<file path="src/rtl/uart_pkg.sv">
// Shared defaults and error-bit offsets for the UART receive FIFO.
// Build option: UART_RX_FIFO_ERR_STORE_EN keeps errored frames with their flags.
package uart_pkg;

  localparam int unsigned UART_DATA_WD    = 8;
  localparam int unsigned UART_FIFO_DEPTH = 16;

  // Error flags sit directly above the data bits of a stored entry.
  localparam int unsigned UART_FERR_OFS = 0;
  localparam int unsigned UART_PERR_OFS = 1;
  localparam int unsigned UART_ERR_BITS = 2;

endpackage

</file>
<file path="src/rtl/uart_rx_fifo_if.sv">
// Receiver-side and consumer-side signals of the UART receive FIFO.
// Build option: UART_RX_FIFO_ERR_STORE_EN adds dout_ferr/dout_perr.
interface uart_rx_fifo_if
  import uart_pkg::*;
#(
  parameter int unsigned data_wd = UART_DATA_WD,
  parameter int unsigned depth   = UART_FIFO_DEPTH
) ();

  logic                       rx_done;
  logic [data_wd-1:0]         rx_data;
  logic                       framing_error_flag;
  logic                       parity_error_flag;
  logic                       rd_en;
  logic                       clr_overrun;
  logic [data_wd-1:0]         dout;
  logic                       dout_valid;
  logic                       empty;
  logic                       full;
  logic [$clog2(depth):0]     count;
  logic                       overrun;
`ifdef UART_RX_FIFO_ERR_STORE_EN
  logic                       dout_ferr;
  logic                       dout_perr;
`endif

  modport master (
    output rx_done, rx_data, framing_error_flag, parity_error_flag, rd_en, clr_overrun,
`ifdef UART_RX_FIFO_ERR_STORE_EN
    input  dout_ferr, dout_perr,
`endif
    input  dout, dout_valid, empty, full, count, overrun
  );

  modport slave (
    input  rx_done, rx_data, framing_error_flag, parity_error_flag, rd_en, clr_overrun,
`ifdef UART_RX_FIFO_ERR_STORE_EN
    output dout_ferr, dout_perr,
`endif
    output dout, dout_valid, empty, full, count, overrun
  );

endinterface

</file>
<file path="src/rtl/uart_fifo_mem.sv">
// Simple dual-port storage: synchronous write port, registered read port.
module uart_fifo_mem #(
  parameter int unsigned Width = 8,
  parameter int unsigned Depth = 16
) (
  input  logic                     clk_i,
  input  logic                     rst_i,
  input  logic                     we_i,
  input  logic [$clog2(Depth)-1:0] waddr_i,
  input  logic [Width-1:0]         wdata_i,
  input  logic                     re_i,
  input  logic [$clog2(Depth)-1:0] raddr_i,
  output logic [Width-1:0]         rdata_o
);

  logic [Width-1:0] mem_q [Depth];
  logic [Width-1:0] rdata_q;

  always_ff @(posedge clk_i) begin
    if (we_i) begin
      mem_q[waddr_i] <= wdata_i;
    end
  end

  // Read register holds its value when no read is issued.
  always_ff @(posedge clk_i or posedge rst_i) begin
    if (rst_i) begin
      rdata_q <= '0;
    end else if (re_i) begin
      rdata_q <= mem_q[raddr_i];
    end
  end

  assign rdata_o = rdata_q;

endmodule

</file>
<file path="src/rtl/uart_rx_fifo.sv">
// UART receive FIFO: one write per rx_done rising edge, registered reads, sticky overrun.
// Build option: UART_RX_FIFO_ERR_STORE_EN stores errored frames with their flags.
module uart_rx_fifo
  import uart_pkg::*;
#(
  parameter int unsigned data_wd = UART_DATA_WD,
  parameter int unsigned depth   = UART_FIFO_DEPTH
) (
  input logic           clk,
  input logic           rst,
  uart_rx_fifo_if.slave bus
);

  localparam int unsigned AddrWd = $clog2(depth);
  localparam int unsigned CntWd  = AddrWd + 1;
`ifdef UART_RX_FIFO_ERR_STORE_EN
  localparam int unsigned EntryWd = data_wd + UART_ERR_BITS;
`else
  localparam int unsigned EntryWd = data_wd;
`endif

  logic               rx_done_q;
  logic               armed_q;
  logic               wr_pend_q;
  logic [EntryWd-1:0] wr_entry_q;
  logic [EntryWd-1:0] cap_entry;
  logic               cap_ok;
  logic               rise;

  logic [AddrWd-1:0]  wr_ptr_q, wr_ptr_d;
  logic [AddrWd-1:0]  rd_ptr_q, rd_ptr_d;
  logic [CntWd-1:0]   count_q, count_d;
  logic               full_q, full_d;
  logic               empty_q, empty_d;
  logic               overrun_q, overrun_d;
  logic               dout_valid_q;
  logic               do_wr, do_rd, drop;
  logic [EntryWd-1:0] rd_entry;

`ifdef UART_RX_FIFO_ERR_STORE_EN
  always_comb begin
    cap_entry                           = '0;
    cap_entry[data_wd-1:0]              = bus.rx_data;
    cap_entry[data_wd + UART_FERR_OFS]  = bus.framing_error_flag;
    cap_entry[data_wd + UART_PERR_OFS]  = bus.parity_error_flag;
  end
  assign cap_ok = 1'b1;
`else
  assign cap_entry = bus.rx_data;
  assign cap_ok    = ~(bus.framing_error_flag | bus.parity_error_flag);
`endif

  // armed_q blocks a frame whose rx_done was already high when reset released.
  assign rise = bus.rx_done & ~rx_done_q & armed_q;

  always_ff @(posedge clk or posedge rst) begin
    if (rst) begin
      rx_done_q  <= 1'b0;
      armed_q    <= 1'b0;
      wr_pend_q  <= 1'b0;
      wr_entry_q <= '0;
    end else begin
      rx_done_q <= bus.rx_done;
      armed_q   <= armed_q | ~bus.rx_done;
      wr_pend_q <= rise & cap_ok;
      if (rise) begin
        wr_entry_q <= cap_entry;
      end
    end
  end

  always_comb begin
    do_rd     = bus.rd_en & ~empty_q;
    do_wr     = wr_pend_q & (~full_q | do_rd);
    drop      = wr_pend_q & full_q & ~do_rd;
    wr_ptr_d  = do_wr ? wr_ptr_q + AddrWd'(1) : wr_ptr_q;
    rd_ptr_d  = do_rd ? rd_ptr_q + AddrWd'(1) : rd_ptr_q;
    count_d   = count_q + CntWd'(do_wr) - CntWd'(do_rd);
    full_d    = (count_d == CntWd'(depth));
    empty_d   = (count_d == '0);
    overrun_d = overrun_q;
    if (drop) begin
      overrun_d = 1'b1;
    end else if (bus.clr_overrun) begin
      overrun_d = 1'b0;
    end
  end

  always_ff @(posedge clk or posedge rst) begin
    if (rst) begin
      wr_ptr_q     <= '0;
      rd_ptr_q     <= '0;
      count_q      <= '0;
      full_q       <= 1'b0;
      empty_q      <= 1'b1;
      overrun_q    <= 1'b0;
      dout_valid_q <= 1'b0;
    end else begin
      wr_ptr_q     <= wr_ptr_d;
      rd_ptr_q     <= rd_ptr_d;
      count_q      <= count_d;
      full_q       <= full_d;
      empty_q      <= empty_d;
      overrun_q    <= overrun_d;
      dout_valid_q <= do_rd;
    end
  end

  uart_fifo_mem #(
    .Width (EntryWd),
    .Depth (depth)
  ) u_mem (
    .clk_i   (clk),
    .rst_i   (rst),
    .we_i    (do_wr),
    .waddr_i (wr_ptr_q),
    .wdata_i (wr_entry_q),
    .re_i    (do_rd),
    .raddr_i (rd_ptr_q),
    .rdata_o (rd_entry)
  );

  assign bus.dout       = rd_entry[data_wd-1:0];
  assign bus.dout_valid = dout_valid_q;
  assign bus.empty      = empty_q;
  assign bus.full       = full_q;
  assign bus.count      = count_q;
  assign bus.overrun    = overrun_q;
`ifdef UART_RX_FIFO_ERR_STORE_EN
  assign bus.dout_ferr  = rd_entry[data_wd + UART_FERR_OFS];
  assign bus.dout_perr  = rd_entry[data_wd + UART_PERR_OFS];
`endif

endmodule

</file>
<file path="src/flat_wrapper.sv">
// flat-port wrapper written by rule: the top's interface ports become plain ports
module uart_rx_fifo_flat import uart_pkg::*;
#(
  parameter int unsigned data_wd = UART_DATA_WD,
  parameter int unsigned depth   = UART_FIFO_DEPTH
)
  (clk, rst, bus_rx_done, bus_rx_data, bus_framing_error_flag, bus_parity_error_flag, bus_rd_en, bus_clr_overrun, bus_dout, bus_dout_valid, bus_empty, bus_full, bus_count, bus_overrun);
  uart_rx_fifo_if #(.data_wd(data_wd), .depth(depth)) bus_i ();
  input logic clk;
  input logic rst;
  input wire logic [$bits(bus_i.rx_done)-1:0] bus_rx_done;
  input wire logic [$bits(bus_i.rx_data)-1:0] bus_rx_data;
  input wire logic [$bits(bus_i.framing_error_flag)-1:0] bus_framing_error_flag;
  input wire logic [$bits(bus_i.parity_error_flag)-1:0] bus_parity_error_flag;
  input wire logic [$bits(bus_i.rd_en)-1:0] bus_rd_en;
  input wire logic [$bits(bus_i.clr_overrun)-1:0] bus_clr_overrun;
  output wire logic [$bits(bus_i.dout)-1:0] bus_dout;
  output wire logic [$bits(bus_i.dout_valid)-1:0] bus_dout_valid;
  output wire logic [$bits(bus_i.empty)-1:0] bus_empty;
  output wire logic [$bits(bus_i.full)-1:0] bus_full;
  output wire logic [$bits(bus_i.count)-1:0] bus_count;
  output wire logic [$bits(bus_i.overrun)-1:0] bus_overrun;
  assign bus_i.rx_done = bus_rx_done;
  assign bus_i.rx_data = bus_rx_data;
  assign bus_i.framing_error_flag = bus_framing_error_flag;
  assign bus_i.parity_error_flag = bus_parity_error_flag;
  assign bus_i.rd_en = bus_rd_en;
  assign bus_i.clr_overrun = bus_clr_overrun;
  assign bus_dout = bus_i.dout;
  assign bus_dout_valid = bus_i.dout_valid;
  assign bus_empty = bus_i.empty;
  assign bus_full = bus_i.full;
  assign bus_count = bus_i.count;
  assign bus_overrun = bus_i.overrun;
  uart_rx_fifo #(.data_wd(data_wd), .depth(depth)) u_core (.clk(clk), .rst(rst), .bus(bus_i));
endmodule
</file>
<file path="config.mk">
export PLATFORM = sky130hd
export DESIGN_NAME = uart_rx_fifo_flat
export DESIGN_NICKNAME = d
export VERILOG_FILES = /design/src/rtl/uart_pkg.sv /design/src/rtl/uart_rx_fifo_if.sv /design/src/rtl/uart_fifo_mem.sv /design/src/rtl/uart_rx_fifo.sv /design/src/flat_wrapper.sv
export SDC_FILE = /design/constraint.sdc
export NUM_CORES = 1
export LEC_CHECK = 0
export BUFFER_PORTS_ARGS = -buffer_cell sky130_fd_sc_hd__buf_4
export CAP_MARGIN = 15
export CORE_MARGIN = 10
export CORE_UTILIZATION = 50
export DETAILED_ROUTE_END_ITERATION = 8
export MAX_ROUTING_LAYER = met4
export PLACE_DENSITY = 0.67
export SYNTH_ARGS = -nofsm -noshare
export SYNTH_HDL_FRONTEND = slang
export SYNTH_SLANG_ARGS = --single-unit
</file>
<file path="constraint.sdc">
create_clock -name clk -period 3.4 [get_ports clk]
set_input_delay 0.68 -clock clk [delete_from_list [all_inputs] [get_ports clk]]
set_output_delay 0.68 -clock clk [all_outputs]
set_load 0.01 [all_outputs]
</file>
==> summary.txt, run 1 <==
Run status
  – Status: finished clean

Placement
  – DP HPWL: around 9000 um
  – GPL Wtd Cong: approximately 0.79
  – Buffers added on ports: 31
  – Post-Place Cells: 620
  – Pre-CTS setup slack: ~610 ps
  – Cell Area, Placed: approximately 7100 um2

Detailed routing
  – Routed len/inst: between 20 and 25 um
  – Post-route DRC: 0
  – WL final: 13,500 um
  – DR vias/cell: 5.51
  – Initial drt markers: 309
  – ANT nets after route: 0
  – First-pass detailed-route iteration total: 4
  – Vias: 3,591

Timing
  – Setup_tns: 0 ps
  – Final Skew: 11.8 ps
  – Fmax: 396 MHz
  – RSZ-0062 raised after global routing: false
  – Final hold vios: 0
  – Fin Hold WS: approximately 370 ps
  – Slew headroom: 0.412
  – Final period util: 0.743
  – Fin crit period: between 2000 and 3000 ps
  – Final setup vio count: 0
  – Setup WS post-layout: roughly 870 ps
  – Tightest Pin Transition: just under 900 ps
  – Max-slew violation count: 0

GRT
  – Largest net degree at the start of global routing: between 40 and 50
  – Global-route wire length before repair: approximately 22,000 um
  – Antenna violations before repair: 0
  – GR Overflow Total: 0
  – GRT Overall Usage: 0.165
  – Number of global-route vias before repair: between 3,000 and 4,000

Die
  – Die X: 135 um
  – Core box area: about 13,000 um2
  – Effective utilization at floorplan: 0.506
  – DIE AREA: 18,300 um2
  – IO Count: 32
  – Die Ht: roughly 140 um
  – Rows: 42

Synthesis
  – Mapped cell area: 6650 um2
  – Number of synthesized flops with an enable pin: between 100 and 150
  – Mapped Nets: around 440
  – Synth top area cells: edfxtp_1, dfrtp_1, mux2i_1, o22ai_1, ha_1
  – Main flop type after synthesis: edfxtp_1
  – Sequential area share after synthesis: 0.714
  – Synth warnings: 0
  – Syn Inst Count: roughly 420
  – #FFs+latches synth: roughly 160
  – Most frequent cell after synthesis: edfxtp_1
  – Netlist cell types: 40
  – Synth cell count leaders: edfxtp_1, mux2i_1, dfrtp_1
  – Syn Area/Cell: about 16 um2
  – Ys async rst share: 0.220
  – Leading area contributor after synthesis: edfxtp_1
  – Area share of the largest cell type after synthesis: 0.578

CTS
  – Clock Latency Late Sink: between 400 and 500 ps
  – Num CTS Buffers: 17
  – H-tree levels: 4
  – Worst-path clk slew: 60 ps
  – Post-CTS setup buffers: 0
  – Clock Tree Buf Depth: 2
  – Clk root buf: clkbuf_16
  – Hold Buf Count CTS: 0
  – Cts repair resizes: 0
  – CTS sink cnt: ~160
  – TritonCTS clock tree: done

Worst setup path
  – Worst path top cell family by delay: adder cells
  – WP data required: between 3000 and 4000 ps
  – CP dominant cell by count: inv_1
  – Crit Path Category: register to register
  – Setup crit start kind: register
  – Flop2flop setup slack: between 800 and 900 ps
  – Buf+Inv Stages, Crit Path: 4
  – WP data arrival: 2850 ps
  – Critical path's slowest cell: dfstp_2
  – Cell Chain, Critical Path: nand2b_1 -> inv_2 -> ha_1 -> inv_1 -> ha_1 -> inv_1 -> fa_1 -> inv_1 -> or3_1 -> nor4_1
  – CP Capture Type: register
  – Crit Path Max Fanout: 13
  – Slowest cell delay on critical path: between 500 and 600 ps

Cells and area
  – Share of post-route cells with drive strength above 1: 0.206
  – Post-Layout Cell Count: 652
  – Final Cell Area: 7630 um2
  – ANT cells: 0
  – Nets@finish: 489
  – Area delta synth->final: 14.8%
  – Util after Layout: 0.580

Pwr
  – P_leak: 2.84 nW
  – Pwr Total: around 6.2 mW
  – Power per cell area: between 800 and 900 nW/um2
  – Maximum vdd drop: about 0.48 mV

Min path
  – Worst min path class: input port to register

Job
  – Max cap viols: 0
-- cell families after synthesis --
group / share of synthesized area
and+or+nand+nor: 0.0738
buffers and inverters: 0.0320
xor gates and xnor gates: 0.0119
DFF: 0.714
muxes: 0.110
adders and majority gates: 0.0218
AOI/OAI and AO/OA: 0.0363
-- path summary, 6_finish.rpt --
kind / cells after the start / to / startpoint
min: 1 / u_core.rx_done_q$_DFF_PP0_ / bus_rx_done
max reg2reg: 10 / u_core.bus.empty$_DFF_PP1_ / u_core.bus.empty$_DFF_PP1_
min reg2reg: 1 / u_core.armed_q$_DFF_PP0_ / u_core.armed_q$_DFF_PP0_
min in group asynchronous: 2 / u_core.rx_done_q$_DFF_PP0_ / rst
max: 10 / u_core.bus.empty$_DFF_PP1_ / u_core.bus.empty$_DFF_PP1_
max in group asynchronous: 3 / u_core.rd_ptr_q[1]$_DFFE_PP0P_ / rst
-- sequential cells by signal, summed over array words and instances (netlist names), 4 cells and up --
name and count:
u_core.u_mem.rdata_o 8, u_core.rd_ptr_q 4, u_core.u_mem.mem_q 128, u_core.wr_ptr_q 4, u_core.bus.count 5, u_core.wr_entry_q 8
-- power by group --
part	total [mW]	switching (mW)	internal, mW
Clock	1.75	0.748	1.00
Sequential	2.79	0.382	2.41
Combinational	1.67	0.901	0.770
-- final cells by class --
class / count / area [um2]
clock inverter: 12 / 108
tap: 176 / 220
inverter: 14 / 52.6
sequential: 164 / 4750
multi-input combinational: 218 / 1690
fill: 1020 / 5510
clock buffer: 20 / 437
timing repair buffer: 48 / 373
-- worst register-to-register path, cell delays in order, from the launching register on --
cell      delay [ps]
dfstp_2          520
nand2b_1         130
inv_2            120
ha_1             290
inv_1             60
ha_1             160
inv_1             60
fa_1             480
inv_1             50
or3_1            390
nor4_1           180
-- per-layer routing --
layer / vias to the layer above / track usage / wire length (um)
li1: 1665 / - / -
met1: 1792 / 0.214 / 5990
met2: 119 / 0.248 / 6570
met3: 15 / 0.0408 / 828
met4: 0 / 0.0562 / 163
met5: - / - / 0
-- placed cells by master (no fill, tap or decap), types with 7 or more instances in the layout --
master / instances
nor2_1: 29
nor4_1: 12
edfxtp_1: 128
buf_4: 47
dfrtp_1: 34
nand2_1: 11
xnor2_1: 8
nor3_1: 7
o22ai_1: 24
clkbuf_16: 17
mux2i_1: 64
mux2_2: 7
o21ai_0: 8
inv_1: 13
ha_1: 10
No activity file was read; power rests on OpenSTA's default activity.
==> run 2: changes to the inputs <==
PLACE_DENSITY = 0.7   (was 0.67)
clock period = 2.2 ns   (was 3.4 ns; I/O delays follow)
==> run 2 against run 1 <==
  * The run now ends with setup timing left
  * Utilization rose by 2.5 points
  * Die area did not move
  * Clock-buffer cell count fell by 2
  * Maximum frequency rose by 4.9%
  * Non-clock buffer count rose by 25
  * Clock power rose by 75%
  * Clock skew fell by 5.1 ps
  * Routed wire length rose by 2.9%
  * Highest routed layer unchanged
==> summary.txt, run 2 (synthesized netlist as in run 1, its figures left out) <==
Timing
  – Final hold vios: 0
  – Fin crit period: roughly 2400 ps
  – Setup_tns: -366 ps
  – Final period util: 1.10
  – Slew headroom: 0.501
  – Tightest Pin Transition: between 700 and 800 ps
  – Setup WS post-layout: -209 ps
  – Final setup vio count: 2
  – Final Skew: roughly 6.7 ps
  – Fmax: between 400 and 500 MHz
  – RSZ-0062 raised after global routing: true
  – Max-slew violation count: 0

Worst setup path
  – WP data required: between 2000 and 3000 ps
  – Buf+Inv Stages, Crit Path: 4
  – CP Capture Type: register
  – Critical path's slowest cell: dfstp_2
  – Cell Chain, Critical Path: nand2b_4 -> inv_4 -> ha_4 -> inv_4 -> ha_4 -> inv_2 -> fa_2 -> inv_2 -> or3_4 -> nor4_4
  – Crit Path Category: register to register
  – Crit Path Max Fanout: 2
  – Slowest cell delay on critical path: 530 ps
  – WP data arrival: roughly 2700 ps
  – Worst path top cell family by delay: adder cells
  – Setup crit start kind: register

Detailed routing
  – ANT nets after route: 0
  – DR vias/cell: 5.51
  – Post-route DRC: 0
  – First-pass detailed-route iteration total: 6
  – Initial drt markers: between 300 and 400
  – WL final: roughly 14,000 um
  – Routed len/inst: between 20 and 25 um
  – Vias: ~3,700

Pwr
  – Gate power share: 0.301
  – P_leak: 3.01 nW
  – Switching Fraction: 0.321
  – Clk network pwr share: 0.293
  – Maximum vdd drop: 0.606 mV
  – Power per cell area: between 1000 and 1500 nW/um2
  – Sequential share of power: 0.406
  – Int Power: about 7.1 mW
  – Net Sw Power: roughly 3.4 mW

Cells and area
  – Most frequent cells in the layout: edfxtp_1, buf_4, mux2i_1, dfrtp_1, nor2_1
  – Area delta synth->final: 19.7%
  – Nets@finish: between 500 and 600
  – Share of post-route cells with drive strength above 1: 0.273
  – ANT cells: 0
  – Commonest non-fill, non-tap cell in the layout: edfxtp_1
  – Largest Register: u_core.u_mem.mem_q
  – Max FFs per register: roughly 130

Die
  – IO Count: 32
  – Rows: 42
  – Die Ht: around 140 um
  – Effective utilization at floorplan: 0.506
  – Die X: approximately 140 um
  – Core box area: approximately 13,000 um2
  – DIE AREA: about 18,000 um2

GRT
  – Global-route wire length before repair: approximately 22,000 um
  – Largest net degree at the start of global routing: 22
  – Number of global-route vias before repair: 3,949
  – Antenna violations before repair: 0
  – GR Overflow Total: 0
  – GRT Overall Usage: 0.163

CTS
  – Clock Tree Buf Depth: 2
  – CTS sink cnt: roughly 160
  – Clock Latency Late Sink: about 420 ps
  – TritonCTS clock tree: done
  – Worst-path clk slew: roughly 60 ps
  – H-tree levels: 4
  – Clk root buf: clkbuf_16
  – Hold Buf Count CTS: 0
  – Num CTS Buffers: 17

Job
  – Max cap viols: 0

Placement
  – Buffers added on ports: 31
  – DP HPWL: 9030 um
  – Pre-CTS setup slack: -262 ps
  – GPL Wtd Cong: 0.804

Run status
  – Failing checks: setup timing
  – Status: finished with violations

Min path
  – Worst min path class: input port to asynchronous set/reset pin
run 2: changes by cell type in the layout (fill, tap and decap cells not counted), sizes merged:
cell      before  now
clkinvlp       4    1
clkbuf        20   18
bufinv         1    4
clkinv         6    8
buf           48   73
run 2: area by class of cell:
| class | count | area (um2) |
|---|---|---|
| clock buffers | 18 | 429 |
| flip-flops and latches | 164 | 4750 |
| fillers | 982 | 5180 |
| multi-input cells | 218 | 1750 |
| repair buffers | 73 | 561 |
| inverters | 14 | 57.6 |
| clock inverters | 14 | 185 |
| well taps | 176 | 220 |
run 2: timing repair:
action,4_1_cts,5_1_grt
pin swaps,1,1
endpoints found under the setup margin,2,3
resized for setup,6,4
setup buffers,1,2
run 2: final timing paths:
kind	startpoint	slack, ps	to	cells past startpoint
max in group asynchronous	rst	1480	u_core.bus.empty$_DFF_PP1_	3
setup reg to reg	u_core.bus.empty$_DFF_PP1_	-210	u_core.bus.empty$_DFF_PP1_	10
hold reg to reg	u_core.armed_q$_DFF_PP0_	480	u_core.armed_q$_DFF_PP0_	1
setup / recovery	u_core.bus.empty$_DFF_PP1_	-210	u_core.bus.empty$_DFF_PP1_	10
hold / removal	rst	30	u_core.wr_ptr_q[2]$_DFFE_PP0P_	2
min in group clk	bus_rx_done	150	u_core.rx_done_q$_DFF_PP0_	1
run 2: metrics by stage:
| stage | total power [mW] | instances | utilization | hold WS [ps] | instance area (um2) |
|---|---|---|---|---|---|
| after global placement | 7.11 | 642 | 0.554 | 450 | 7280 |
| final | 10.4 | 677 | 0.606 | 32.7 | 7960 |
| after global routing | 10.9 | 677 | 0.606 | 52.9 | 7960 |
| after detailed placement | 7.20 | 642 | 0.554 | 460 | 7280 |
| after CTS | 10.3 | 675 | 0.603 | 37.2 | 7920 |
| after floorplan | 6.23 | 417 | - | 435 | 6690 |
run 2: worst reg2reg max path, cell delays in order, from the launching register on:
cell and delay (ps):
dfstp_2 530, nand2b_4 140, inv_4 50, ha_4 210
inv_4 50, ha_4 120, inv_2 30, fa_2 530
inv_2 40, or3_4 390, nor4_4 230
run 2: power groups by stage:
stage	logic, mW	registers [mW]	clock network, mW
after detailed placement	2.92	4.29	0
after floorplan	2.19	4.05	0
after global routing	3.43	4.28	3.21
after CTS	3.01	4.23	3.08
final	3.15	4.24	3.06
after global placement	2.85	4.26	0
run 2: per-layer routing:
layer / share of wire / track usage / vias up / wire (um)
met5: 0 / - / - / 0
met4: 0.024 / 0.0789 / 0 / 332
met3: 0.055 / 0.0434 / 30 / 771
met2: 0.49 / 0.251 / 106 / 6890
met1: 0.43 / 0.197 / 1869 / 5950
li1: - / - / 1723 / -
